<file path="config.mk">
export PLATFORM = sky130hd
export DESIGN_NAME = ibex_mem_port_arbiter
export DESIGN_NICKNAME = d
export VERILOG_FILES = /design/src/rtl/ibex_mem_port_arbiter.sv
export SDC_FILE = /design/constraint.sdc
export NUM_CORES = 1
export LEC_CHECK = 0
export BUFFER_PORTS_ARGS = -buffer_cell sky130_fd_sc_hd__buf_2
export CAP_MARGIN = 10
export CORE_AREA = 2 2 125 127
export CTS_CLUSTER_SIZE = 12
export DETAILED_ROUTE_END_ITERATION = 10
export DIE_AREA = 0 0 127 129
export PLACE_DENSITY = 0.48
export SYNTH_ARGS = -nofsm -noshare
export SYNTH_HDL_FRONTEND = slang
export SYNTH_SLANG_ARGS = --single-unit
</file>
<file path="constraint.sdc">
create_clock -name clk_i -period 6.6 [get_ports clk_i]
set_clock_uncertainty 0.15 [all_clocks]
set_input_delay 1.98 -clock clk_i [delete_from_list [all_inputs] [get_ports clk_i]]
set_output_delay 1.98 -clock clk_i [all_outputs]
set_load 0.005 [all_outputs]
</file>
<file path="src/rtl/ibex_mem_port_arbiter.sv">
// N:1 round-robin arbiter merging Ibex-style req/gnt/rvalid hosts onto one
// memory port. A locked request is held on the bus until granted, and an
// in-order tracker routes every rvalid back to the host that issued it.
module ibex_mem_port_arbiter #(
    parameter int NumPorts       = 2,
    parameter int MaxOutstanding = 2,
    parameter int AddrW          = 32,
    parameter int DataW          = 32
) (
    input  logic                                   clk_i,
    input  logic                                   rst_i,
    input  logic [NumPorts-1:0]                    host_req_i,
    input  logic [NumPorts-1:0]                    host_we_i,
    input  logic [NumPorts*(DataW/8)-1:0]          host_be_i,
    input  logic [NumPorts*AddrW-1:0]              host_addr_i,
    input  logic [NumPorts*DataW-1:0]              host_wdata_i,
    input  logic [NumPorts*7-1:0]                  host_wdata_intg_i,
    output logic [NumPorts-1:0]                    host_gnt_o,
    output logic [NumPorts-1:0]                    host_rvalid_o,
    output logic [DataW-1:0]                       host_rdata_o,
    output logic [6:0]                             host_rdata_intg_o,
    output logic                                   host_err_o,
    output logic                                   mem_req_o,
    input  logic                                   mem_gnt_i,
    output logic                                   mem_we_o,
    output logic [DataW/8-1:0]                     mem_be_o,
    output logic [AddrW-1:0]                       mem_addr_o,
    output logic [DataW-1:0]                       mem_wdata_o,
    output logic [6:0]                             mem_wdata_intg_o,
    input  logic                                   mem_rvalid_i,
    input  logic [DataW-1:0]                       mem_rdata_i,
    input  logic [6:0]                             mem_rdata_intg_i,
    input  logic                                   mem_err_i,
    output logic [$clog2(MaxOutstanding+1)-1:0]    outstanding_o,
    output logic                                   unexp_rvalid_o
);
    localparam int BeW   = DataW / 8;
    localparam int IdxW  = $clog2(NumPorts);
    localparam int FifoW = (MaxOutstanding > 1) ? $clog2(MaxOutstanding) : 1;
    localparam int CntW  = $clog2(MaxOutstanding + 1);

    typedef enum logic {ST_ARB, ST_HOLD} state_e;

    state_e            state_reg, state_next;
    logic [IdxW-1:0]   lock_reg, lock_next;
    logic [IdxW-1:0]   rr_ptr_reg, rr_ptr_next;
    logic [IdxW-1:0]   fifo_mem [MaxOutstanding];
    logic [FifoW-1:0]  wr_ptr_reg, rd_ptr_reg;
    logic [CntW-1:0]   count_reg;

    logic [IdxW:0]     cand_sum [NumPorts];
    logic [IdxW-1:0]   cand_idx [NumPorts];
    logic [IdxW-1:0]   rr_sel, sel;
    logic              rr_found, req_raw, full, empty, push, pop;
    logic [IdxW-1:0]   head;

    assign full  = (count_reg == CntW'(MaxOutstanding));
    assign empty = (count_reg == '0);
    assign head  = fifo_mem[rd_ptr_reg];

    // Candidate gi is the host gi places after rr_ptr, wrapping at NumPorts.
    genvar gi;
    generate
        for (gi = 0; gi < NumPorts; gi++) begin : g_cand
            assign cand_sum[gi] = {1'b0, rr_ptr_reg} + (IdxW+1)'(gi);
            assign cand_idx[gi] = (cand_sum[gi] >= (IdxW+1)'(NumPorts)) ?
                                  IdxW'(cand_sum[gi] - (IdxW+1)'(NumPorts)) :
                                  IdxW'(cand_sum[gi]);
        end
    endgenerate

    // First requester at or after rr_ptr (scan downward so the nearest wins).
    always_comb begin
        rr_found = 1'b0;
        rr_sel   = rr_ptr_reg;
        for (int k = NumPorts - 1; k >= 0; k--) begin
            if (host_req_i[cand_idx[k]]) begin
                rr_found = 1'b1;
                rr_sel   = cand_idx[k];
            end
        end
    end

    // Next-state and mux select: ARB picks round-robin, HOLD sticks to lock.
    always_comb begin
        state_next = state_reg;
        lock_next  = lock_reg;
        sel        = rr_sel;
        req_raw    = 1'b0;
        case (state_reg)
            ST_ARB: begin
                sel     = rr_sel;
                req_raw = rr_found & ~full;
                if (req_raw && !mem_gnt_i) begin
                    lock_next  = rr_sel;
                    state_next = ST_HOLD;
                end
            end
            ST_HOLD: begin
                sel     = lock_reg;
                req_raw = host_req_i[lock_reg] & ~full;
                // A dropped request without grant abandons the lock, no push.
                if (mem_gnt_i || !host_req_i[lock_reg]) begin
                    state_next = ST_ARB;
                end
            end
            default: state_next = ST_ARB;
        endcase
    end

    // Outputs are quiet while reset is held; broadcast read data is not.
    always_comb begin
        mem_req_o        = req_raw & ~rst_i;
        push             = mem_req_o & mem_gnt_i;
        pop              = mem_rvalid_i & ~empty & ~rst_i;
        unexp_rvalid_o   = mem_rvalid_i & empty & ~rst_i;
        host_err_o       = mem_err_i & mem_rvalid_i & ~rst_i;
        host_gnt_o       = '0;
        host_rvalid_o    = '0;
        if (push) host_gnt_o[sel]    = 1'b1;
        if (pop)  host_rvalid_o[head] = 1'b1;
        mem_we_o         = 1'b0;
        mem_be_o         = '0;
        mem_addr_o       = '0;
        mem_wdata_o      = '0;
        mem_wdata_intg_o = '0;
        if (mem_req_o) begin
            mem_we_o         = host_we_i[sel];
            mem_be_o         = host_be_i[sel*BeW +: BeW];
            mem_addr_o       = host_addr_i[sel*AddrW +: AddrW];
            mem_wdata_o      = host_wdata_i[sel*DataW +: DataW];
            mem_wdata_intg_o = host_wdata_intg_i[sel*7 +: 7];
        end
        rr_ptr_next = rr_ptr_reg;
        if (push) rr_ptr_next = (sel == IdxW'(NumPorts - 1)) ? '0 : sel + 1'b1;
    end

    assign host_rdata_o      = mem_rdata_i;
    assign host_rdata_intg_o = mem_rdata_intg_i;
    assign outstanding_o     = count_reg;

    // Control state: FSM, lock, round-robin pointer, tracker pointers/count.
    always_ff @(posedge clk_i or posedge rst_i) begin
        if (rst_i) begin
            state_reg  <= ST_ARB;
            lock_reg   <= '0;
            rr_ptr_reg <= '0;
            wr_ptr_reg <= '0;
            rd_ptr_reg <= '0;
            count_reg  <= '0;
        end else begin
            state_reg  <= state_next;
            lock_reg   <= lock_next;
            rr_ptr_reg <= rr_ptr_next;
            if (push) begin
                wr_ptr_reg <= (wr_ptr_reg == FifoW'(MaxOutstanding - 1)) ? '0 : wr_ptr_reg + 1'b1;
            end
            if (pop) begin
                rd_ptr_reg <= (rd_ptr_reg == FifoW'(MaxOutstanding - 1)) ? '0 : rd_ptr_reg + 1'b1;
            end
            if (push && !pop) begin
                count_reg <= count_reg + 1'b1;
            end else if (pop && !push) begin
                count_reg <= count_reg - 1'b1;
            end
        end
    end

    // Tracker storage: issuing host of each granted transaction, in order.
    always_ff @(posedge clk_i) begin
        if (push) begin
            fifo_mem[wr_ptr_reg] <= sel;
        end
    end
endmodule

</file>
**Yosys cells after proc, flatten, opt, wreduce, memory -nomap -nowiden**

Memories as Yosys holds them, arrays and structs flattened.
Cells that the tools add are included.

- Register bits: 7
- Bits in latches: 0
- Memory bits (writable): 2
- ROM bits: 0
- Input port bits: 198
- Output and inout port bits: 124
- Word-level logic and storage cells: 94
- Memories kept: 1

Memories:

| memory | depth | bits a word | read ports | clocked after Yosys merged registers in | write ports | line | RTL |
|---|---|---|---|---|---|---|---|
| fifo_mem | 2 | 1 | 1 | 0 | 1 | 47 | `logic [IdxW-1:0] fifo_mem [MaxOutstanding];` |

- Add/sub/neg operators: 8
- Multipliers: 1
- Div/mod/pow operators: 0
- Order comparisons: 9
- Equal/unequal tests: 1
- Shift-type cells: 4
- Muxes and demuxes: 37
- Bitwise gates (word level): 14
- Reductions and logical operators: 13

Operators by type and width:

| operator | count |
|---|---|
| 64-bit by 7-bit indexed part select with 32-bit output | 2 |
| 32-bit two-way mux | 2 |
| 1-bit two-way mux | 24 |
| 14-bit by 5-bit indexed part select with 7-bit output | 1 |
| 1-bit bitwise AND | 10 |
| 1-bit by 2-bit less-than comparator with 1-bit output (second input constant) | 5 |
| 2-bit two-way mux | 4 |
| 8-bit by 4-bit indexed part select with 4-bit output | 1 |
| 7-bit two-way mux | 1 |
| 1-bit one-hot mux with 2 select lines | 3 |
| 1-bit logical AND | 5 |
| 1-bit zero test | 4 |
| 1-bit by 3-bit multiplier with 4-bit output (second input constant) | 1 |
| 4-bit two-way mux | 1 |
| 1-bit NOT | 4 |
| 1-bit adder (second input constant) | 3 |
| 1-bit by 1-bit adder with 2-bit output (second input constant) | 1 |
| 2-bit by 1-bit adder with 2-bit output (second input constant) | 1 |
| 1-bit demux with 1-bit select | 2 |
| 2-bit == test (second input constant) | 1 |
| 1-bit greater-or-equal comparator (second input constant) | 2 |
| 1-bit by 2-bit greater-or-equal comparator with 1-bit output (second input constant) | 1 |
| 2-bit greater-or-equal comparator (second input constant) | 1 |
| 2-bit zero test | 1 |
| other kinds (5) | 6 |

**Longest topological paths before layout**

- Depth after elaboration: 15
- Gate-level depth with buffers: 11
- Mapped depth without buffers: 10

**Worst setup path before layout**

Ideal clock, no wire load.

- Path kind: input to output
- Start point: in host_req_i[0]
- End point: out mem_addr_o[0]
- Arrival time: 3091 ps
- Data required time: 4470 ps
- Setup slack: 1379 ps
- Cell stages on the path: 7
- Path buffers: 3
- Path through: a21boi_1 o21ai_1 or3_1 buf_2 buf_6 buf_2 a21oi_1

- Word-level cells in the longest chain between the ends: 8
- Elaborated cells between the ends (all ways): 17
- Those cells by class: shift: 1; mux: 13; bitwise: 3

RTL lines:

| item | line | RTL |
|---|---|---|
| start: declaration | 12 | `input logic [NumPorts-1:0] host_req_i,` |
| branches (longest 7 deep; another with 64-bit by 7-bit indexed part select with 32-bit output) | - |  |
| 32-bit two-way mux * | 127 | `if (mem_req_o) begin` |
| end: declaration | 27 | `output logic [AddrW-1:0] mem_addr_o,` |

Mark *: on every way between the ends. The select of a mux whose other input is x is not followed.

**Worst setup path after layout**

- Start point: in host_req_i[0]
- End point: out mem_wdata_intg_o[6]

- Word-level cells in the longest chain between the ends: 8
- Elaborated cells between the ends (all ways): 18
- Those cells by class: mul: 1; shift: 1; mux: 13; bitwise: 3

RTL lines:

| item | line | RTL |
|---|---|---|
| 1-bit two-way mux (implied by the code) (2 in series) | 77 | `if (host_req_i[cand_idx[k]]) begin` |
| 1-bit two-way mux (2 in series) | 77 |  |
| 1-bit one-hot mux with 2 select lines / 1-bit bitwise AND (equally long branches) | 90, 93 |  |
| 1-bit by 3-bit multiplier with 4-bit output / 1-bit one-hot mux with 2 select lines (equally long branches) | 132, 90 |  |
| 14-bit by 5-bit indexed part select with 7-bit output / 1-bit bitwise AND (equally long branches) | 132, 113 |  |
| 7-bit two-way mux * | 127 |  |
| end: declaration | 29 | `output logic [6:0] mem_wdata_intg_o,` |

Mark *: on every way between the ends. The rest lies on a longest branch, timed or not. The select of a mux whose other input is x is not followed.

==> impl_metrics.csv <==
group,metric,value,unit
status,run_status,"finished clean",
worst_setup_path,cp_cell_sequence,"buf_2 -> a21boi_1 -> o21ai_1 -> or3_2 -> buf_4 -> a21oi_1 -> buf_2",
cts,cts_htree_levels,1,
routing,detailedRoute.firstPassIterationCount,4,
sta,timing.final.ws_setup,593,ps
sta,setup_violations,0,
grt,first_global_vias,3030,
routing,avgRoutedWirePerCell,14.1,um
worst_setup_path,critical-path-top-delay-family,"simple AND/OR/NAND/NOR gates",
sta,fin_hold_ws,340,ps
grt,groute.usage.overall,11.3,%
pwr,powerDensity,268,nW/um2
floorplan,die_area,16400,um2
sta,finalSetupTns,0,ps
pwr,power.clock.fraction,11.9,%
worst_setup_path,critical_path.startpoint_type,"input port",
grt,first_pass_grt_wire_length,15100,um
layout,final_instance_count_without_filler_cells,725,
cts,root_buffer,"sky130_fd_sc_hd__clkbuf_16",
routing,postRouteWirelength,10300,um
sta,unrepaired_setup_endpoints_after_global_routing,"false",
yosys,synth_top_flop_cell,"sky130_fd_sc_hd__dfrtp_1",
pwr,power_leakage,1.73,nW
worst_setup_path,critical-path-max-stage-delay,760,ps
pwr,p_seq_share,12.4,%
floorplan,core_area,15000,um2
cts,worstSkewPairLatency,230,ps
sta,timing_worst_slew_pin_value,1000,ps
routing,dr_total_vias,3273,
floorplan,floorplan.initialDensity,14.2,%
cts,cts_hold_buffers,0,
sta,slew_viol_final,0,
placement,numPortBuffers,243,
yosys,part_of_the_yosys_area_used_for_sequential_elements,11.0,%
floorplan,chipHeight,129,um
floorplan,design.portCount,322,
yosys,ys_seq_elements,9,
yosys,ys_async_sr_fraction,77.8,%
routing,viasPerCell,4.51,
floorplan,die-width,127,um
sta,worst_slew_margin_rel,33.1,%
worst_setup_path,timing.setup.critical_path_class,"in2out",
placement,dpl_worst_slack,514,ps
routing,remaining_drc_errors,0,
worst_setup_path,timing.critical_path.mode_cell,"sky130_fd_sc_hd__buf_2",
cts,clkSinkCount,9,
pwr,p_sw_share,51.2,%
placement,gp_routability_congestion,0.729,
grt,grt_start_max_net_pins,49,
layout,area.growth.synth_to_final,54.6,%
sta,final.period_utilization,91.0,%
layout,fillerInstances,1741,
pwr,power.combinational.fraction,75.8,%
yosys,synth_top_family_by_area,"compound AO/OA/AOI/OAI gates",
layout,drive_above_1_share,49.1,%
cts,post_cts_buffers,0,
pwr,design_power_total,883,uW
routing,ant_nets,0,
worst_setup_path,critical_path.max_fanout,32,
layout,final_nets,736,
yosys,yosys.area_share.simple,23.7,%
sta,finalHoldViolCount,0,
routing,dr.first_iter.drc_count,145,
yosys,yosysUniqueCellTypes,32,
yosys,yosys_warning_count,0,
placement,placed_cells,720,
worst_setup_path,timing.critical_path.slowest_stage_cell,"sky130_fd_sc_hd__or3_2",
yosys,syn_area,2130,um2
cts,clock_tree_from_tritoncts,"yes",
yosys,post_synth_xor_area_fraction,2.06,%
yosys,synth-adder-area-share,0.588,%
yosys,synth.avg_cell_area,5.90,um2
cts,cts_made_buffers,3,
cts,clkTransAtPathRegs,40,ps
pwr,switchingPower,452,uW
sta,max_freq,0.166,GHz
floorplan,row_count,45,
grt,globalRouteOverflowTotal,0,
worst_setup_path,critical_path_arrival,3880,ps
worst_setup_path,critical_path_buf_inv_count,3,
yosys,synth-compound-area-share,38.4,%
grt,antenna_found_initial,1,
yosys,post_synth_mux_area_share,1.18,%
cts,cts_max_path_buffers,2,
yosys,syn-num-nets,560,
worst_setup_path,worst-endpoint-required,4470,ps
yosys,syn-instance-count,361,
sta,min_tclk_post_route,6010,ps
pwr,internal_power,431,uW
worst_hold_path,timing.hold.worst.class,"reg2reg",
yosys,synth_enable_flop_cells,2,
cts,postCtsResizedCells,0,
pwr,vdd.ir_drop.worst,0.115,mV
placement,place_hpwl,7900,um
worst_setup_path,critical_path_capture_point_type,"primary output",
run,max_cap_violations,0,
==> worst reg2reg max path: stages, from the launching register on <==
cell	delay (ps)
sky130_fd_sc_hd__dfrtp_1	480
sky130_fd_sc_hd__or3b_1	370
sky130_fd_sc_hd__o21ai_1	110
sky130_fd_sc_hd__or3_2	550
sky130_fd_sc_hd__inv_4	80
sky130_fd_sc_hd__nand2_4	130
sky130_fd_sc_hd__inv_1	50
sky130_fd_sc_hd__ha_1	320
sky130_fd_sc_hd__nor2_1	130
sky130_fd_sc_hd__xor2_1	140
==> power groups by stage <==
stage	Sequential, mW	Combinational, mW	Clock [mW]
floorplan	0.102	0.431	0
global placement	0.110	0.690	0
detailed placement	0.110	0.678	0
CTS	0.109	0.681	0.106
global route	0.113	0.759	0.111
finish	0.109	0.669	0.105
==> routing by layer <==
metal  up-vias  share of wire (%)  track usage [%]
met4         0                3.4             4.14
met1      1445                 40             13.0
met2       198                 47             20.9
met3        30                9.3             2.25
met5         -                  0                0
li1       1600                  -                -
==> synthesized netlist by cell type (3+ instances only) <==
library cell               instances  area (um2)
sky130_fd_sc_hd__o21ai_0          73         365
sky130_fd_sc_hd__nand3_1          76         380
sky130_fd_sc_hd__clkbuf_1         31         116
sky130_fd_sc_hd__inv_1             4        15.0
sky130_fd_sc_hd__o21ai_1           5        25.0
sky130_fd_sc_hd__buf_4            39         293
sky130_fd_sc_hd__xnor2_1           3        26.3
sky130_fd_sc_hd__nor2_1            8        30.0
sky130_fd_sc_hd__a21oi_1          78         390
sky130_fd_sc_hd__buf_2            10        50.1
sky130_fd_sc_hd__dfrtp_1           7         175
sky130_fd_sc_hd__nor2b_1           4        25.0
==> through the flow <==
stage	area, um2	util (%)
global placement	3210	21.4
floorplan	2130	-
finish	3290	22.0
global route	3290	22.0
CTS	3290	22.0
detailed placement	3210	21.4
==> layout make-up <==
cell class	instances	area (um2)	share of cell area, %
Timing Repair Buffer	252	1300	39.4
Clock buffer	4	78.8	2.39
Antenna cell	1	2.50	0.0760
Multi-Input combinational cell	266	1420	43.2
Tap cell	188	235	7.15
Sequential cell	9	235	7.15
Inverter	5	21.3	0.646
==> logic make-up (layout without fill, tap and decap cells) <==
group / after synthesis / after routing
AO/OA/AOI/OAI: 160 / 160
XOR/XNOR: 5 / 5
adder cells (fa/ha/maj): 1 / 1
buffers and inverters: 86 / 261
flip-flops: 9 / 9
multiplexers: 2 / 2
other: 0 / 1
AND/OR/NAND/NOR: 98 / 98
==> placed cells by master, fill, tap and decap left out, types with 2 or more instances in the layout <==
master and count:
sky130_fd_sc_hd__nor2_1 7, sky130_fd_sc_hd__nor2b_1 4, sky130_fd_sc_hd__a21oi_1 78, sky130_fd_sc_hd__clkbuf_16 3
sky130_fd_sc_hd__o21ai_0 73, sky130_fd_sc_hd__buf_2 243, sky130_fd_sc_hd__o21ai_1 5, sky130_fd_sc_hd__inv_1 4
sky130_fd_sc_hd__buf_4 8, sky130_fd_sc_hd__xnor2_1 3, sky130_fd_sc_hd__dfrtp_1 7, sky130_fd_sc_hd__edfxtp_1 2
sky130_fd_sc_hd__xor2_1 2, sky130_fd_sc_hd__nand3_1 76
==> final timing paths <==
check | startpoint | endpoint | slack, ps | cells after the start
hold / removal | rd_ptr_reg$_DFFE_PP0P_ | rd_ptr_reg$_DFFE_PP0P_ | 340 | 1
setup reg to reg | state_reg$_DFF_PP0_ | outstanding_o[1]$_DFFE_PP0P_ | 4010 | 9
min in group asynchronous | rst_i | outstanding_o[1]$_DFFE_PP0P_ | 1550 | 2
setup / recovery | host_req_i[0] | mem_wdata_intg_o[6] | 590 | 7
max in group asynchronous | rst_i | rr_ptr_reg$_DFFE_PP0P_ | 4540 | 2
hold reg to reg | rd_ptr_reg$_DFFE_PP0P_ | rd_ptr_reg$_DFFE_PP0P_ | 340 | 1
Note: power is estimated with default switching activity, not from simulation.
